<file path="src/rtl/psram_bist_pkg.sv">
// psram_bist_pkg: FSM state encoding and the byte-incrementing test pattern.
package psram_bist_pkg;
  typedef enum logic [2:0] {IDLE, WAIT_INIT, WR_REQ, WR_DATA, RD_REQ, RD_DATA, FINISH} state_t;
  localparam int PAT_W = 64;
  // Each byte lane n is seed byte (n mod 4) plus the low byte of the beat index.
  function automatic logic [PAT_W-1:0] pattern(input logic [31:0] seed, input logic [7:0] idx);
    logic [PAT_W-1:0] w;
    for (int n = 0; n < PAT_W / 8; n++) w[8*n +: 8] = seed[8*(n%4) +: 8] + idx;
    return w;
  endfunction
endpackage

</file>
<file path="src/rtl/psram_bist_pattern.sv">
// psram_bist_pattern: maps a global beat index (mod 256) to its pattern word.
module psram_bist_pattern
  import psram_bist_pkg::*;
#(
  parameter int          DW   = 32,
  parameter logic [31:0] SEED = 32'h04060103
) (
  input  logic [7:0]    i_idx,
  output logic [DW-1:0] o_word
);
  assign o_word = DW'(pattern(SEED, i_idx));
endmodule

</file>
<file path="src/rtl/psram_bist.sv">
// psram_bist: writes NUM_BURSTS pattern bursts through the controller user port,
// reads them back, and reports pass/fail, error count and first-failure details.
module psram_bist
  import psram_bist_pkg::*;
#(
  parameter int          BIT_WIDTH   = 16,
  parameter int          BURST_BEATS = 8,
  parameter int          NUM_BURSTS  = 4,
  parameter logic [31:0] BASE_ADDR   = 32'd0,
  parameter logic [31:0] ADDR_STEP   = 32'd16,
  parameter logic [31:0] SEED        = 32'h04060103,
  parameter int          TIMEOUT     = 1024
) (
  input  logic                   ram_clk,
  input  logic                   ram_rst,
  input  logic                   start,
  input  logic                   init_cable_complete,
  input  logic                   ctrl_idle,
  input  logic                   ram_wr_valid,
  input  logic                   ram_rd_valid,
  input  logic [2*BIT_WIDTH-1:0] ram_data_out,
  output logic                   ram_en,
  output logic                   rw_ctrl,
  output logic [31:0]            addr_in,
  output logic [2*BIT_WIDTH-1:0] ram_data_in,
  output logic                   busy,
  output logic                   done,
  output logic                   pass,
  output logic [15:0]            err_cnt,
  output logic                   err_timeout,
  output logic [31:0]            first_err_addr,
  output logic [7:0]             first_err_beat,
  output logic [2*BIT_WIDTH-1:0] first_err_data
);
  localparam int DW = 2 * BIT_WIDTH;
  state_t r_state, w_next;
  logic [31:0] r_b, r_k, r_tmo, r_addr, r_fa;
  logic [7:0] r_widx, r_ridx, r_fb;
  logic [15:0] r_err;
  logic [DW-1:0] r_fd, w_exp;
  logic r_rw, r_pass, r_tmo_err, r_have_first;
  logic w_start, w_wbeat, w_rbeat, w_last, w_last_burst, w_in_data, w_tmo, w_mis;
  logic [1:0] w_inc;
  logic [16:0] w_sum;

  psram_bist_pattern #(.DW(DW), .SEED(SEED)) u_wr_pat (.i_idx(r_widx), .o_word(ram_data_in));
  psram_bist_pattern #(.DW(DW), .SEED(SEED)) u_cmp_pat (.i_idx(r_ridx), .o_word(w_exp));

  assign w_start      = start & (r_state == IDLE);
  assign w_wbeat      = ram_wr_valid & (r_state == WR_DATA);
  assign w_rbeat      = ram_rd_valid & (r_state == RD_DATA);
  assign w_last       = r_k == 32'(BURST_BEATS - 1);
  assign w_last_burst = r_b == 32'(NUM_BURSTS - 1);
  assign w_in_data    = (r_state == WR_DATA) | (r_state == RD_DATA);
  // A last beat landing on the final allowed cycle still completes the burst.
  assign w_tmo        = w_in_data & (r_tmo == 32'(TIMEOUT - 1)) & ~((w_wbeat | w_rbeat) & w_last);
  assign w_mis        = w_rbeat & (ram_data_out != w_exp);
  assign w_inc        = 2'(w_mis) + 2'(ram_wr_valid & ~w_wbeat) + 2'(ram_rd_valid & ~w_rbeat);
  assign w_sum        = {1'b0, r_err} + {15'd0, w_inc};

  assign rw_ctrl        = r_rw;
  assign addr_in        = r_addr;
  assign pass           = r_pass;
  assign err_cnt        = r_err;
  assign err_timeout    = r_tmo_err;
  assign first_err_addr = r_fa;
  assign first_err_beat = r_fb;
  assign first_err_data = r_fd;

  always_ff @(posedge ram_clk or negedge ram_rst)
    if (!ram_rst) r_state <= IDLE;
    else r_state <= w_next;

  always_comb begin
    w_next = r_state;
    case (r_state)
      IDLE:      w_next = start ? WAIT_INIT : IDLE;
      WAIT_INIT: w_next = init_cable_complete ? WR_REQ : WAIT_INIT;
      WR_REQ:    w_next = ram_en ? WR_DATA : WR_REQ;
      WR_DATA:   w_next = w_tmo ? FINISH : (w_wbeat & w_last) ? (w_last_burst ? RD_REQ : WR_REQ) : WR_DATA;
      RD_REQ:    w_next = ram_en ? RD_DATA : RD_REQ;
      RD_DATA:   w_next = w_tmo ? FINISH : (w_rbeat & w_last) ? (w_last_burst ? FINISH : RD_REQ) : RD_DATA;
      FINISH:    w_next = IDLE;
      default:   w_next = IDLE;
    endcase
  end

  always_comb begin
    ram_en = ((r_state == WR_REQ) | (r_state == RD_REQ)) & init_cable_complete & ctrl_idle;
    busy   = r_state != IDLE;
    done   = r_state == FINISH;
  end

  always_ff @(posedge ram_clk or negedge ram_rst) begin
    if (!ram_rst) begin
      r_b          <= 32'd0;
      r_k          <= 32'd0;
      r_tmo        <= 32'd0;
      r_addr       <= BASE_ADDR;
      r_widx       <= 8'd0;
      r_ridx       <= 8'd0;
      r_rw         <= 1'b1;
      r_pass       <= 1'b0;
      r_tmo_err    <= 1'b0;
      r_have_first <= 1'b0;
      r_err        <= 16'd0;
      r_fa         <= 32'd0;
      r_fb         <= 8'd0;
      r_fd         <= '0;
    end else begin
      r_err <= w_start ? 16'd0 : w_sum[16] ? 16'hFFFF : w_sum[15:0];
      if (w_start) begin
        r_b          <= 32'd0;
        r_k          <= 32'd0;
        r_widx       <= 8'd0;
        r_ridx       <= 8'd0;
        r_addr       <= BASE_ADDR;
        r_rw         <= 1'b1;
        r_pass       <= 1'b0;
        r_tmo_err    <= 1'b0;
        r_have_first <= 1'b0;
        r_fa         <= 32'd0;
        r_fb         <= 8'd0;
        r_fd         <= '0;
      end
      if (ram_en) begin
        r_tmo <= 32'd1;
        r_k   <= 32'd0;
      end else if (w_in_data) r_tmo <= r_tmo + 32'd1;
      if (w_wbeat) r_widx <= r_widx + 8'd1;
      if (w_rbeat) r_ridx <= r_ridx + 8'd1;
      if (w_wbeat | w_rbeat) begin
        r_k <= w_last ? 32'd0 : r_k + 32'd1;
        if (w_last) begin
          r_b    <= w_last_burst ? 32'd0 : r_b + 32'd1;
          r_addr <= w_last_burst ? BASE_ADDR : r_addr + ADDR_STEP;
          if (w_wbeat & w_last_burst) r_rw <= 1'b0;
        end
      end
      if (w_mis & ~r_have_first) begin
        r_have_first <= 1'b1;
        r_fa         <= r_addr;
        r_fb         <= r_k[7:0];
        r_fd         <= ram_data_out;
      end
      if (w_tmo) r_tmo_err <= 1'b1;
      if (r_state == FINISH) r_pass <= (r_err == 16'd0) & ~r_tmo_err;
    end
  end
endmodule

</file>
<file path="config.mk">
export PLATFORM = sky130hd
export DESIGN_NAME = psram_bist
export DESIGN_NICKNAME = d
export VERILOG_FILES = /design/src/rtl/psram_bist_pkg.sv /design/src/rtl/psram_bist_pattern.sv /design/src/rtl/psram_bist.sv
export SDC_FILE = /design/constraint.sdc
export NUM_CORES = 1
export LEC_CHECK = 0
export CAP_MARGIN = 5
export CORE_ASPECT_RATIO = 0.75
export CORE_MARGIN = 4
export CORE_UTILIZATION = 41
export DETAILED_ROUTE_END_ITERATION = 8
export PLACE_DENSITY = 0.73
export SYNTH_ARGS = -nofsm -noshare
export SYNTH_HDL_FRONTEND = slang
export SYNTH_SLANG_ARGS = --single-unit
export TNS_END_PERCENT = 10
</file>
<file path="constraint.sdc">
create_clock -name ram_clk -period 8.35 [get_ports ram_clk]
set_input_delay 1.2525 -clock ram_clk [delete_from_list [all_inputs] [get_ports ram_clk]]
set_output_delay 1.2525 -clock ram_clk [all_outputs]
set_load 0.02 [all_outputs]
</file>
Word-level counts from Yosys, hierarchy flattened
Index checks and enable logic that the tools add are counted.
- reduce and logical (&&, ||, !) cells: 10
- equality and inequality tests: 10
- mux-type cells: 41
- bitwise logic cells: 24
- $add $sub $neg: 15
- operators by type and width (operator ; number):
    $mux W32 ; 16
    $add A32 B1 Y32 const B ; 3
    $add A3 B8 Y8 const A ; 4
    $add A32 B5 Y32 const B ; 1
    $eq A32 B10 Y1 const B ; 1
    $eq A32 B2 Y1 const B ; 1
    $eq A32 B3 Y1 const B ; 1
    $mux W16 ; 2
    $mux W8 ; 4
    $ne A32 B32 Y1 ; 1
    $pmux W3 S6 ; 1
    $add A16 B2 Y17 ; 1
    $add A1 B8 Y8 const A ; 2
    $add A2 B8 Y8 const A ; 2
    $logic_not A16 Y1 ; 1
    $and A1 B1 Y1 ; 14
    $reduce_bool A2 Y1 ; 6
    $mux W1 ; 11
    $eq A3 B3 Y1 const B ; 3
    $mux W3 ; 3
    $mux W2 ; 4
    $eq A3 B2 Y1 const B ; 2
    $reduce_bool A3 Y1 ; 2
    $and A1 B2 Y2 ; 2
    7 further kinds ; 12
- logic and storage cells: 115
- flip-flop bits (word level): 239
- output and inout bits: 158
- input bits: 39

Depth between registers and ports, before layout
- word-level depth: 9
- mapped depth: 20
- depth with buffers taken out: 19

Cells and area by module
From an unflattened synthesis, not the netlist that was laid out.
- cells, all modules: 1543
- area, all modules: 13968.4 µm²
- modules (own cells, without submodules) (module ; seq. area each (µm²) ; cells an instance ; area an instance (µm²) ; instances):
    psram_bist ; 5982.0 ; 1419 ; 13040.0 ; 1
    psram_bist_pattern ; 0.0 ; 62 ; 464.2 ; 2

Least setup slack after synthesis
Ideal clock, no wire load.
- kind: input to register
- from: input port ram_data_out[9]
- to: register r_err[3], in the netlist err_cnt[3]
- library setup time: 0.078 ns
- cell stages on the path: 16
- arrival time: 4.609 ns
- data required time: 8.272 ns
- buffers on the path: 1
- path slack: 3.663 ns
- cells stage by stage: or3b_2 a22oi_1 nand4_1 nor4_1 nand4_1 o21ai_0 fa_1 inv_1 ha_1 fa_1 and3_1 and3_1 nand2_1 or3_1 clkbuf_1 a21oi_1
- cells in the longest elaborated chain, start to end: 7
- ends and longest elaborated chain (item ; RTL line ; source):
    start, declared ; psram_bist.sv:21 ; input logic [2*BIT_WIDTH-1:0] ram_data_out,
    $ne A32 B32 Y1 ; psram_bist.sv:57 ; assign w_mis = w_rbeat & (ram_data_out != w_exp);
    $and A1 B1 Y1 ; psram_bist.sv:57 ;
    $add A1 B2 Y2 ; psram_bist.sv:58 ; assign w_inc = 2'(w_mis) + 2'(ram_wr_valid & ~w_wbeat) + 2'(ram_rd_valid & ~w_rbeat);
    $add A2 B2 Y2 ; psram_bist.sv:58 ;
    $add A16 B2 Y17 ; psram_bist.sv:59 ; assign w_sum = {1'b0, r_err} + {15'd0, w_inc};
    $mux W16 (2 in a row) ; psram_bist.sv:111 ; r_err <= w_start ? 16'd0 : w_sum[16] ? 16'hFFFF : w_sum[15:0];
    end signal, assigned ; psram_bist.sv:111 ;
    end, declared ; psram_bist.sv:39 ; logic [15:0] r_err;
No other way between the ends.
A chain may end at the register's enable or synchronous reset.

Worst setup path in the final report
- from: input port ram_data_out[1]
- to: register r_err[1], in the netlist err_cnt[1]
The elaborated chain is that of the path after synthesis.

==> metrics.yaml <==
status:
  status: "finished clean"
detailed_routing:
  routed-via-count: 11590
  wl_mm: 36.00
  drt_iter0_drc: 953
  drc: 0
  dr.pass1.iters: 6
  wl_per_cell_um: 17.44
  ant_nets: 0
  vias_per_cell: 5.613
clocking:
  insertion_delay_ns: 0.55
  cts_buffers: 26
  cts_setup_buffers: 0
  htree_levels: 1
  clkTransAtPathRegs_ns: 0.06
  cts_tree: "built"
  root_buffer: "clkbuf_16"
  ctsResizeCount: 0
  clk_path_buf_depth: 3
  cts_hold_buf: 0
  cts_num_sinks: 239
worst_hold_path:
  whs_path_depth: 2
  min_to: "r_have_first"
  hold_path_class: "reg2reg"
  hp-start: "r_have_first"
floorplanning:
  dieArea_um2: 35040
  fp.coreArea_um2: 31460
  row_count: 56
  die-height_um: 163.1
  start_util_pct: 41.81
  ios: 197
  die_w_um: 214.8
layout:
  fin_nets: 1703
  final_util_pct: 51.61
  nFillCells: 2775
  drive_gt1_share_pct: 4.219
  antenna_cells: 0
  final_common_cell: "dfrtp_1"
  multi_input_area_um2: 6454
  final_cells: 2065
  layout_common_cells: "dfrtp_1, nand2_1, clkdlybuf4s50_1"
  area_growth_pct: 23.45
  register_area_um2: 5982
placement:
  dpl.cell_count: 2020
  dp_hpwl_mm: 24.52
  port_buffers: 196
  globalplace.congestion: 0.8781
  pre_cts_ws_ns: 2.328
timing:
  setup_violations: 0
  fmax_ghz: 0.1832
  post-route-period-util_pct: 65.37
  tightest_slew_ns: 1.163
  period_needed_ns: 5.459
  fin_tns_setup_ns: 0
  skew_ns: 0.02173
  hold_violations: 0
  slew_headroom_pct: 22.46
  fin_ws_ns: 2.891
  rsz0062_at_grt: "false"
  drv_slew: 0
synth:
  ys_seq_area_share_pct: 45.48
  yosys_most_used_dff: "dfrtp_1"
  syn-cell-area_um2: 13150
  synth_nets: 1549
  synthCells: 1488
  avgSynthCellArea_um2: 8.840
  ys_ff_latch: 239
  post_synth_num_cell_types: 58
  yosys_warnings: 0
  synthArstFlopShare_pct: 100.0
  synth_edf_count: 0
power_and_ir_drop:
  power_leakage_nw: 7.331
  powerDensity_nw_per_um2: 206.8
  ir_worst_vdd_mv: 0.1675
  totalPowerFinal_w: 0.003358
global_routing:
  antenna_found_initial: 0
  grt_pass1_wl_mm: 59.17
  grt_start_max_net_pins: 172
  gr-usage-all-layers_pct: 20.09
  grt_remaining_overflow: 0
  first_global_vias: 11210
critical_path:
  endpoint_kind: "flip-flop"
  reg2reg_slack_ns: 2.99
  crit_cells: 16
  path_class: "in2reg"
  worstPathRequired_ns: 8.82
  crit_family: "simple AND/OR/NAND/NOR gates"
  crit_arrival_ns: 5.93
  cp_cell_sequence: "clkdlybuf4s50_1 -> or3b_2 -> a22oi_1 -> nand4_1 -> nor4_1 -> nand4_1 -> o21ai_0 -> fa_1 -> inv_1 -> ha_1 -> fa_1 -> and3_1 -> and3_1 -> nand2_1 -> or3_1 -> a21oi_1"
  worst_r2r_path_depth: 17
  crit_buf_inv: 2
  r2r-start: "r_ridx[1]"
  startpoint_type: "input pin"
  crit_path_top_delay_cell: "or3_1"
  worstPathMaxFanout: 13
  worstReg2RegEnd: "err_cnt[1]"
  critPathMaxStageDelay_ns: 0.59
job:
  max-cap-violations: 0
==> area by class of cell <==
| class | count | share of cell area (%) |
|---|---|---|
| flip-flops and latches | 239 | 36.84 |
| clock inverters | 11 | 0.9092 |
| multi-input cells | 1078 | 39.74 |
| inverters | 92 | 2.127 |
| well taps | 406 | 3.128 |
| clock buffers | 34 | 4.569 |
| repair buffers | 205 | 12.68 |
==> power breakdown <==
part	total, W	switching, W	internal (W)
Sequential	0.00136	0.000118	0.00124
Combinational	0.000791	0.000462	0.000329
Clock	0.00121	0.000493	0.000717
==> worst min-delay path: cells and delay by family, from the launching register on <==
family        cells  cell delay, ns
simple gates      2            0.11
flops             1            0.34
==> stage by stage <==
stage / hold WS, ns / area (µm²)
6_report: 0.4805 / 16240
5_1_grt: 0.5198 / 16240
4_1_cts: 0.4835 / 16240
3_5_place_dp: 0.4658 / 15350
3_3_place_gp: 0.4641 / 15350
2_1_floorplan: 0.4460 / 13150
==> cell usage after synthesis (29+ instances only) <==
master | number | share of area [%]
dfrtp_1 | 238 | 45
nand2_1 | 215 | 6.1
o21ai_0 | 141 | 5.4
nor2_1 | 96 | 2.7
inv_1 | 92 | 2.6
mux2i_1 | 74 | 5.6
nand3_1 | 71 | 2.7
a21oi_1 | 64 | 2.4
xnor2_1 | 50 | 3.3
clkbuf_1 | 49 | 1.4
xor2_1 | 40 | 2.7
and3_1 | 38 | 1.8
nand4_1 | 38 | 1.8
nor4_1 | 30 | 1.4
nor3_1 | 29 | 1.1
==> state kept, by name, summed over array words and instances (netlist names) <==
name	flops
addr_in	32
err_cnt	16
err_timeout	1
first_err_addr	32
first_err_beat	8
first_err_data	32
pass	1
r_b	32
r_have_first	1
r_k	32
r_ridx	8
r_state	3
r_tmo	32
r_widx	8
rw_ctrl	1
==> worst max path at each step <==
stage,endpoint,from,slack [ns]
2_1_floorplan,err_cnt[3],ram_data_out[9],3.66
3_3_place_gp,err_cnt[1],ram_data_out[1],2.44
3_5_place_dp,err_cnt[5],ram_data_out[1],2.33
4_1_cts,err_cnt[5],ram_data_out[1],2.91
5_1_grt,err_cnt[1],ram_data_out[1],2.60
6_report,err_cnt[1],ram_data_out[1],2.89
==> routing by layer <==
metal | vias up | GRT usage (%) | share of wire, %
met4 | 0 | 4.477 | 2.2
met2 | 373 | 32.46 | 45
met1 | 5683 | 27.76 | 45
li1 | 5485 | - | -
met5 | - | 0 | 0
met3 | 50 | 4.724 | 7.0
==> kinds of logic (layout without fill, tap and decap cells) <==
family	Yosys count	in the layout	share of synthesized area (%)
and+or+nand+nor	600	600	22.33
AOI/OAI and AO/OA	292	292	12.56
DFF	239	239	45.48
buffers and inverters	171	342	5.802
xor gates and xnor gates	90	90	5.993
muxes	74	74	5.631
adders and majority gates	22	22	2.207
No activity file was read; power rests on OpenSTA's default activity.
